$ cat src/rtl/fpga_cfg_loader.sv
// Configuration bitstream loader: takes bytes over a valid/ready stream,
// shifts them MSB-first onto ccff_head with a divided prog_clk, counts
// CHAIN_LEN bits, and accumulates parity of the bits leaving ccff_tail.
//
// Handshake: a byte transfers on a rising clk edge where byte_valid and
// byte_ready are both high; byte_ready is high only in WAIT_BYTE and does
// not depend on byte_valid, and the producer must hold byte_data stable
// while byte_valid is high and byte_ready is low.
module fpga_cfg_loader #(
  parameter int CHAIN_LEN = 1024,
  parameter int CLK_DIV   = 2,
  parameter int TIMEOUT   = 65535
) (
  input  logic       clk,
  input  logic       reset,
  input  logic       start,
  input  logic       byte_valid,
  input  logic [7:0] byte_data,
  output logic       byte_ready,
  output logic       prog_clk,
  output logic       ccff_head,
  input  logic       ccff_tail,
  output logic       busy,
  output logic       done,
  output logic       error,
  output logic       tail_parity,
  output logic [2:0] dbg_state
);

  localparam int BCW = $clog2(CHAIN_LEN + 1);
  localparam int DW  = (CLK_DIV > 1) ? $clog2(CLK_DIV) : 1;

  localparam logic [BCW-1:0] LAST_BIT = BCW'(CHAIN_LEN - 1);
  localparam logic [DW-1:0]  DIV_LAST = DW'(CLK_DIV - 1);
  localparam logic [15:0]    TO_LAST  = 16'(TIMEOUT - 1);

  typedef enum logic [2:0] {
    S_IDLE      = 3'd0,
    S_WAIT_BYTE = 3'd1,
    S_SHIFT_LO  = 3'd2,
    S_SHIFT_HI  = 3'd3,
    S_DONE      = 3'd4,
    S_ERROR     = 3'd5
  } state_t;

  state_t state;
  state_t next_state;

  logic [BCW-1:0] bit_count;
  logic [2:0]     bit_in_byte;
  logic [DW-1:0]  div_cnt;
  logic [15:0]    to_cnt;
  logic [7:0]     shreg;

  logic div_last;
  logic start_ok;

  assign dbg_state = state;
  assign div_last  = (div_cnt == DIV_LAST);
  // A start is only honoured from the non-busy states.
  assign start_ok  = start && (state == S_IDLE || state == S_DONE || state == S_ERROR);

  // Next-state decode; the last SHIFT_HI cycle decides between done,
  // fetching another byte, or shifting the next bit of the current one.
  always_comb begin
    next_state = state;
    case (state)
      S_IDLE:      if (start) next_state = S_WAIT_BYTE;
      S_WAIT_BYTE: begin
        if (byte_valid)            next_state = S_SHIFT_LO;
        else if (to_cnt == TO_LAST) next_state = S_ERROR;
      end
      S_SHIFT_LO:  if (div_last) next_state = S_SHIFT_HI;
      S_SHIFT_HI:  begin
        if (div_last) begin
          if (bit_count == LAST_BIT)  next_state = S_DONE;
          else if (bit_in_byte == 3'd7) next_state = S_WAIT_BYTE;
          else                        next_state = S_SHIFT_LO;
        end
      end
      S_DONE:      if (start) next_state = S_WAIT_BYTE;
      S_ERROR:     if (start) next_state = S_WAIT_BYTE;
      default:     next_state = S_IDLE;
    endcase
  end

  // State register, registered status outputs decoded from the next state,
  // and the shift/count datapath.
  always_ff @(posedge clk) begin
    if (reset) begin
      state       <= S_IDLE;
      byte_ready  <= 1'b0;
      busy        <= 1'b0;
      prog_clk    <= 1'b0;
      done        <= 1'b0;
      error       <= 1'b0;
      ccff_head   <= 1'b0;
      tail_parity <= 1'b0;
      bit_count   <= '0;
      bit_in_byte <= '0;
      div_cnt     <= '0;
      to_cnt      <= '0;
      shreg       <= '0;
    end else begin
      state      <= next_state;
      byte_ready <= (next_state == S_WAIT_BYTE);
      busy       <= (next_state == S_WAIT_BYTE) || (next_state == S_SHIFT_LO) ||
                    (next_state == S_SHIFT_HI);
      prog_clk   <= (next_state == S_SHIFT_HI);
      done       <= (next_state == S_DONE);
      error      <= (next_state == S_ERROR);

      // Phase counter restarts on every state change so each prog_clk
      // half-period lasts exactly CLK_DIV cycles.
      if (state != next_state)
        div_cnt <= '0;
      else if (state == S_SHIFT_LO || state == S_SHIFT_HI)
        div_cnt <= div_cnt + 1'b1;

      if (state == S_IDLE || start_ok) begin
        bit_count   <= '0;
        tail_parity <= 1'b0;
        to_cnt      <= '0;
      end

      if (state == S_WAIT_BYTE) begin
        if (byte_valid) begin
          shreg       <= byte_data;
          ccff_head   <= byte_data[7];
          bit_in_byte <= '0;
          to_cnt      <= '0;
        end else begin
          to_cnt <= to_cnt + 16'd1;
        end
      end

      // Tail is sampled on the last high cycle, before the chain sees the
      // falling edge, so it reflects the bit leaving the chain this step.
      if (state == S_SHIFT_HI && div_last) begin
        tail_parity <= tail_parity ^ ccff_tail;
        bit_count   <= bit_count + 1'b1;
        bit_in_byte <= bit_in_byte + 1'b1;
        if (next_state == S_SHIFT_LO) begin
          shreg     <= shreg << 1;
          ccff_head <= shreg[6];
        end
      end
    end
  end

endmodule

$ cat config.mk
export PLATFORM = sky130hd
export DESIGN_NAME = fpga_cfg_loader
export DESIGN_NICKNAME = d
export VERILOG_FILES = /design/src/rtl/fpga_cfg_loader.sv
export SDC_FILE = /design/constraint.sdc
export NUM_CORES = 1
export LEC_CHECK = 0
export BUFFER_PORTS_ARGS = -buffer_cell sky130_fd_sc_hd__clkbuf_2
export CAP_MARGIN = 0
export CORE_MARGIN = 8
export CORE_UTILIZATION = 45
export CTS_BUF_LIST = sky130_fd_sc_hd__clkbuf_8
export DETAILED_ROUTE_END_ITERATION = 7
export PLACE_DENSITY = 0.66
export SYNTH_ARGS = -nofsm -noshare
export SYNTH_HDL_FRONTEND = slang
export SYNTH_SLANG_ARGS = --single-unit
export TNS_END_PERCENT = 20
$ cat constraint.sdc
create_clock -name clk -period 2.6 [get_ports clk]
set_input_delay 0.52 -clock clk [delete_from_list [all_inputs] [get_ports clk]]
set_output_delay 0.52 -clock clk [all_outputs]
set_load 0.03 [all_outputs]
**Word-level counts from Yosys, hierarchy flattened**

Index checks and enable logic that the tools add are counted.
W data, S select, Z words.

- Output and inout port bits: 10
- Register bits after elaboration: 49
- Input bits: 13

- Bitwise gates (word level): 1
- Reductions and logical operators: 16
- Muxes and demuxes: 26
- Eq/ne operators: 14
- Add/subtract/negate cells: 4

Operators with widths:

| operator | count |
|---|---|
| $mux W16 | 3 |
| $mux W8 | 4 |
| $mux W3 | 9 |
| $mux W11 | 2 |
| $add A16 B1 Y16 const B | 1 |
| $eq A16 B16 Y1 const B | 1 |
| $eq A3 B3 Y1 const B | 5 |
| $eq A3 B2 Y1 const B | 4 |
| $pmux W3 S4 | 1 |
| $add A11 B1 Y11 const B | 1 |
| $eq A11 B10 Y1 const B | 1 |
| $reduce_bool A2 Y1 | 4 |
| $eq A3 B1 Y1 const B | 2 |
| $logic_or A1 B1 Y1 | 6 |
| $mux W1 | 6 |
| $add A3 B1 Y3 const B | 1 |
| $logic_not A3 Y1 | 1 |
| $ne A3 B3 Y1 | 1 |
| $reduce_or A3 Y1 | 1 |
| $logic_and A1 B1 Y1 | 2 |
| $mux W2 | 1 |
| $reduce_and A2 Y1 | 1 |
| $reduce_or A2 Y1 | 1 |
| $add A1 B1 Y1 const B | 1 |
| $xor A1 B1 Y1 | 1 |

**Longest topological paths before layout**

- Word-level depth: 8
- Mapped depth: 7
- Gate-level depth less buffers: 6

**Worst setup path after synthesis**

OpenSTA, ideal clock, no wires.

- Path type: register to register
- From: reg bit_in_byte[0]
- To: reg shreg[5]
- Required time: 2484 ps
- Arrival time: 1736 ps
- Cell stages (with the launch flop): 8
- Path buffers: 1
- Clock period less this slack: 1852 ps
- Slack: 748 ps
- Cell sequence: dfxtp_1 > ha_1 > ha_1 > nand4bb_1 > a31oi_1 > buf_2 > a211oi_1 > a41o_1

- Word-level cells in the longest chain between the ends: 8

RTL lines:

| what | RTL line | RTL |
|---|---|---|
| start, declared | 50 | `logic [2:0] bit_in_byte;` |
| start signal, assigned | 142 | `bit_in_byte <= bit_in_byte + 1'b1;` |
| $eq A3 B3 Y1 | 77 | `else if (bit_in_byte == 3'd7) next_state = S_WAIT_BYTE;` |
| $mux W2 | 77 |  |
| $mux W3 | 76 | `if (bit_count == LAST_BIT) next_state = S_DONE;` |
| $mux W3 | 75 | `if (div_last) begin` |
| $pmux W3 S4 | 67 | `case (state)` |
| $eq A3 B2 Y1 | 143 | `if (next_state == S_SHIFT_LO) begin` |
| $mux W8 | 143 |  |
| $mux W8 | 139 | `if (state == S_SHIFT_HI && div_last) begin` |
| end signal, assigned | 128 | `shreg <= byte_data;` |
| end signal, assigned | 144 | `shreg <= shreg << 1;` |
| end, declared | 53 | `logic [7:0] shreg;` |

Every way passes these cells.
A chain may end at the register's enable or synchronous reset.

**Final worst setup path**

- From: reg state[1], in the netlist dbg_state[1]
- To: reg error

- Word-level cells in the longest chain between the ends: 4
- Elaborated cells between the ends (all ways): 14
- Classes of those cells: eq/ne: 6; mux: 6; reduce/logical: 2

RTL lines:

| what | RTL line | RTL |
|---|---|---|
| start, declared | 46 | `state_t state;` |
| start signal, assigned | 105 | `state <= next_state;` |
| $eq A3 B3 Y1 (tied with other cells) | 67 |  |
| $reduce_or A3 Y1 (no source line) / $mux W3 (equally long branches) | - |  |
| $pmux W3 S4 * | 67 |  |
| $eq A3 B3 Y1 * | 111 | `error <= (next_state == S_ERROR);` |
| end signal, assigned | 111 |  |
| end, declared | 25 | `output logic error,` |

Every way passes the cells marked *; elsewhere a longest branch is shown, timed or not.

==> metrics.yaml <==
synthesis:
  synth_top_area_frac: 0.389
  synth_nets: 305
  synthFlopType: "dfxtp_1"
  synth_seq_area_share: 0.389
  syn_area_per_cell_um2: 8.61
  synth_edf_count: 0
  synth_seq_cells: 48
  synthArstFlopShare: 0
  synth_area_mm2: 0.00247
  ys_types: 51
  postSynthCellCount: 287
  synth_top_cell_by_area: "dfxtp_1"
  synth_area_leaders: "dfxtp_1, a21oi_1, mux2i_1"
  yosysWarningCount: 0
placed_design:
  port-buffer-count: 22
  dp_cells: 366
  place_congestion: 0.806
  dp_hpwl_mm: 3.99
global_routing:
  grt_pass1_vias: 2073
  grtUsageTotal: 0.144
  grt_overflow: 0
  antenna_found_initial: 0
  grt_pass1_wl_mm: 10.0
  grt_max_degree: 24
route:
  wirelength_mm: 5.70
  drt_pass1_iterations: 4
  via_count: 2214
  drcViolationCount: 0
  drt_iter0_drc: 158
  wire_per_inst_um: 15.2
  vias_per_cell: 5.92
  antenna_left: 0
power_and_ir_drop:
  ir_drop_v: 0.000330
  finalPower_uw: 1400
  p_leak_uw: 0.000974
  power_density_mw_per_mm2: 515
sta:
  setup_viol: 0
  fin_skew_ns: 0.0121
  hold_ws_ns: 0.483
  max_slew.worst_pin.slew_ns: 0.609
  hold_viol_final: 0
  max_freq_mhz: 496
  relSlewSlack: 0.594
  tns_ns: 0
  fin_crit_ns: 2.01
  finalCritPeriodShare: 0.775
  grt_setup_unrepaired: "no"
  slew_viol_final: 0
floorplan:
  initial_utilization: 0.457
  core_area_mm2: 0.00541
  pin_count: 23
  fp.dieH_um: 90.1
  die_x_um: 90.1
  dieArea_mm2: 0.00812
  rows: 27
critical_path:
  critPathKind: "reg2reg"
  cp_cell_sequence: "or4b_4 -> or4_4 -> a211oi_2"
  critPathLaunchType: "flip-flop"
  end_kind: "flip-flop"
  crit_buf_inv: 0
  cp_slowest_cell: "or4b_4"
  critPathMaxStageDelay_ns: 0.72
  critPathTopFamily: "simple AND/OR/NAND/NOR gates"
  cp.required_ns: 2.83
  arrival_ns: 2.25
  crit_fanout: 18
finish:
  layout_commonest_cell: "dfxtp_1"
  layout_common_cells: "dfxtp_1, a21oi_1, clkbuf_2"
  diodes: 0
  layout-drive-gt1-share: 0.149
  nNetsFinal: 319
  area_growth_pct: 10.1
  layout.cells.non_filler: 374
run:
  drv_cap: 0
status:
  outcome: "finished clean"
clock_tree:
  ctsResizeCount: 0
  cts_buffer_depth: 2
  clockRootBuffer: "clkbuf_8"
  numCtsBuffers: 5
  htreeDepth: 2
  path_clk_slew_ns: 0.10
  clock_sinks: 48
  post_cts_buffers: 0
  clkLatencyLatePin_ns: 0.30
  cts_tree: "yes"
  cts_hold_buf: 0
worst_hold_path:
  hp-class: "reg2reg"
-- cell usage after synthesis, types with 5 or more instances --
library cell	n
a21oi_1	26
ha_1	5
o211ai_1	6
a311oi_1	6
buf_2	8
nor2_1	21
clkbuf_1	13
a211oi_1	12
nand3_1	14
a31oi_1	6
inv_1	5
dfxtp_1	48
nand4_1	5
o21ai_0	9
nand2_1	19
a41o_1	7
mux2i_1	9
or3_1	5
-- per-layer routing --
| metal | wire length, um | GRT usage |
|---|---|---|
| met2 | 2600 | 0.223 |
| met1 | 2840 | 0.194 |
| met5 | 0 | 0 |
| met3 | 203 | 0.0324 |
| met4 | 57 | 0.0388 |
-- where the power goes --
group,internal (uW),total [uW],switching (uW)
combinational,64.6,181,116
clock,188,442,254
sequential,753,777,24.4
-- stage by stage --
stage          worst slack [ns]   util  cell area [um^2]
2_1_floorplan             0.748      -              2470
3_5_place_dp              0.524  0.487              2630
6_report                  0.586  0.503              2720
4_1_cts                   0.584  0.503              2720
5_1_grt                   0.513  0.503              2720
3_3_place_gp              0.548  0.487              2630
-- flip-flops by register name, summed over array words and instances (netlist names) --
| name | count |
|---|---|
| error | 1 |
| tail_parity | 1 |
| busy | 1 |
| byte_ready | 1 |
| shreg | 7 |
| prog_clk | 1 |
| ccff_head | 1 |
| bit_in_byte | 3 |
| done | 1 |
| dbg_state | 3 |
| bit_count | 11 |
| div_cnt | 1 |
| to_cnt | 16 |
-- layout make-up --
class,instances,area (um^2)
inverter,6,22.5
clock buffer,5,68.8
timing repair buffer,29,163
clock inverter,3,18.8
sequential,48,961
multi-input combinational,211,1400
fill,536,2680
tap,72,90.1
-- final timing paths --
path / start / end / slack (ns) / cells after the start
hold / removal: tail_parity / tail_parity / 0.48 / 2
setup / recovery: dbg_state[1] / error / 0.59 / 3
hold reg to reg: tail_parity / tail_parity / 0.48 / 2
setup reg to reg: dbg_state[1] / error / 0.59 / 3
-- cell families after synthesis --
group,Yosys count,synth area share
muxes,9,0.0365
xor gates and xnor gates,1,0.00354
buffers and inverters,28,0.0481
AOI/OAI and AO/OA,89,0.251
and+or+nand+nor,107,0.247
DFF,48,0.389
adders and majority gates,5,0.0253
-- worst min-delay path: cells and delay by family (launching register included) --
kind             cells  cell delay (ns)
AO/OA/AOI/OAI        1             0.05
flip-flops           1             0.33
AND/OR/NAND/NOR      1             0.06
Power figures use the tool's default switching activity.
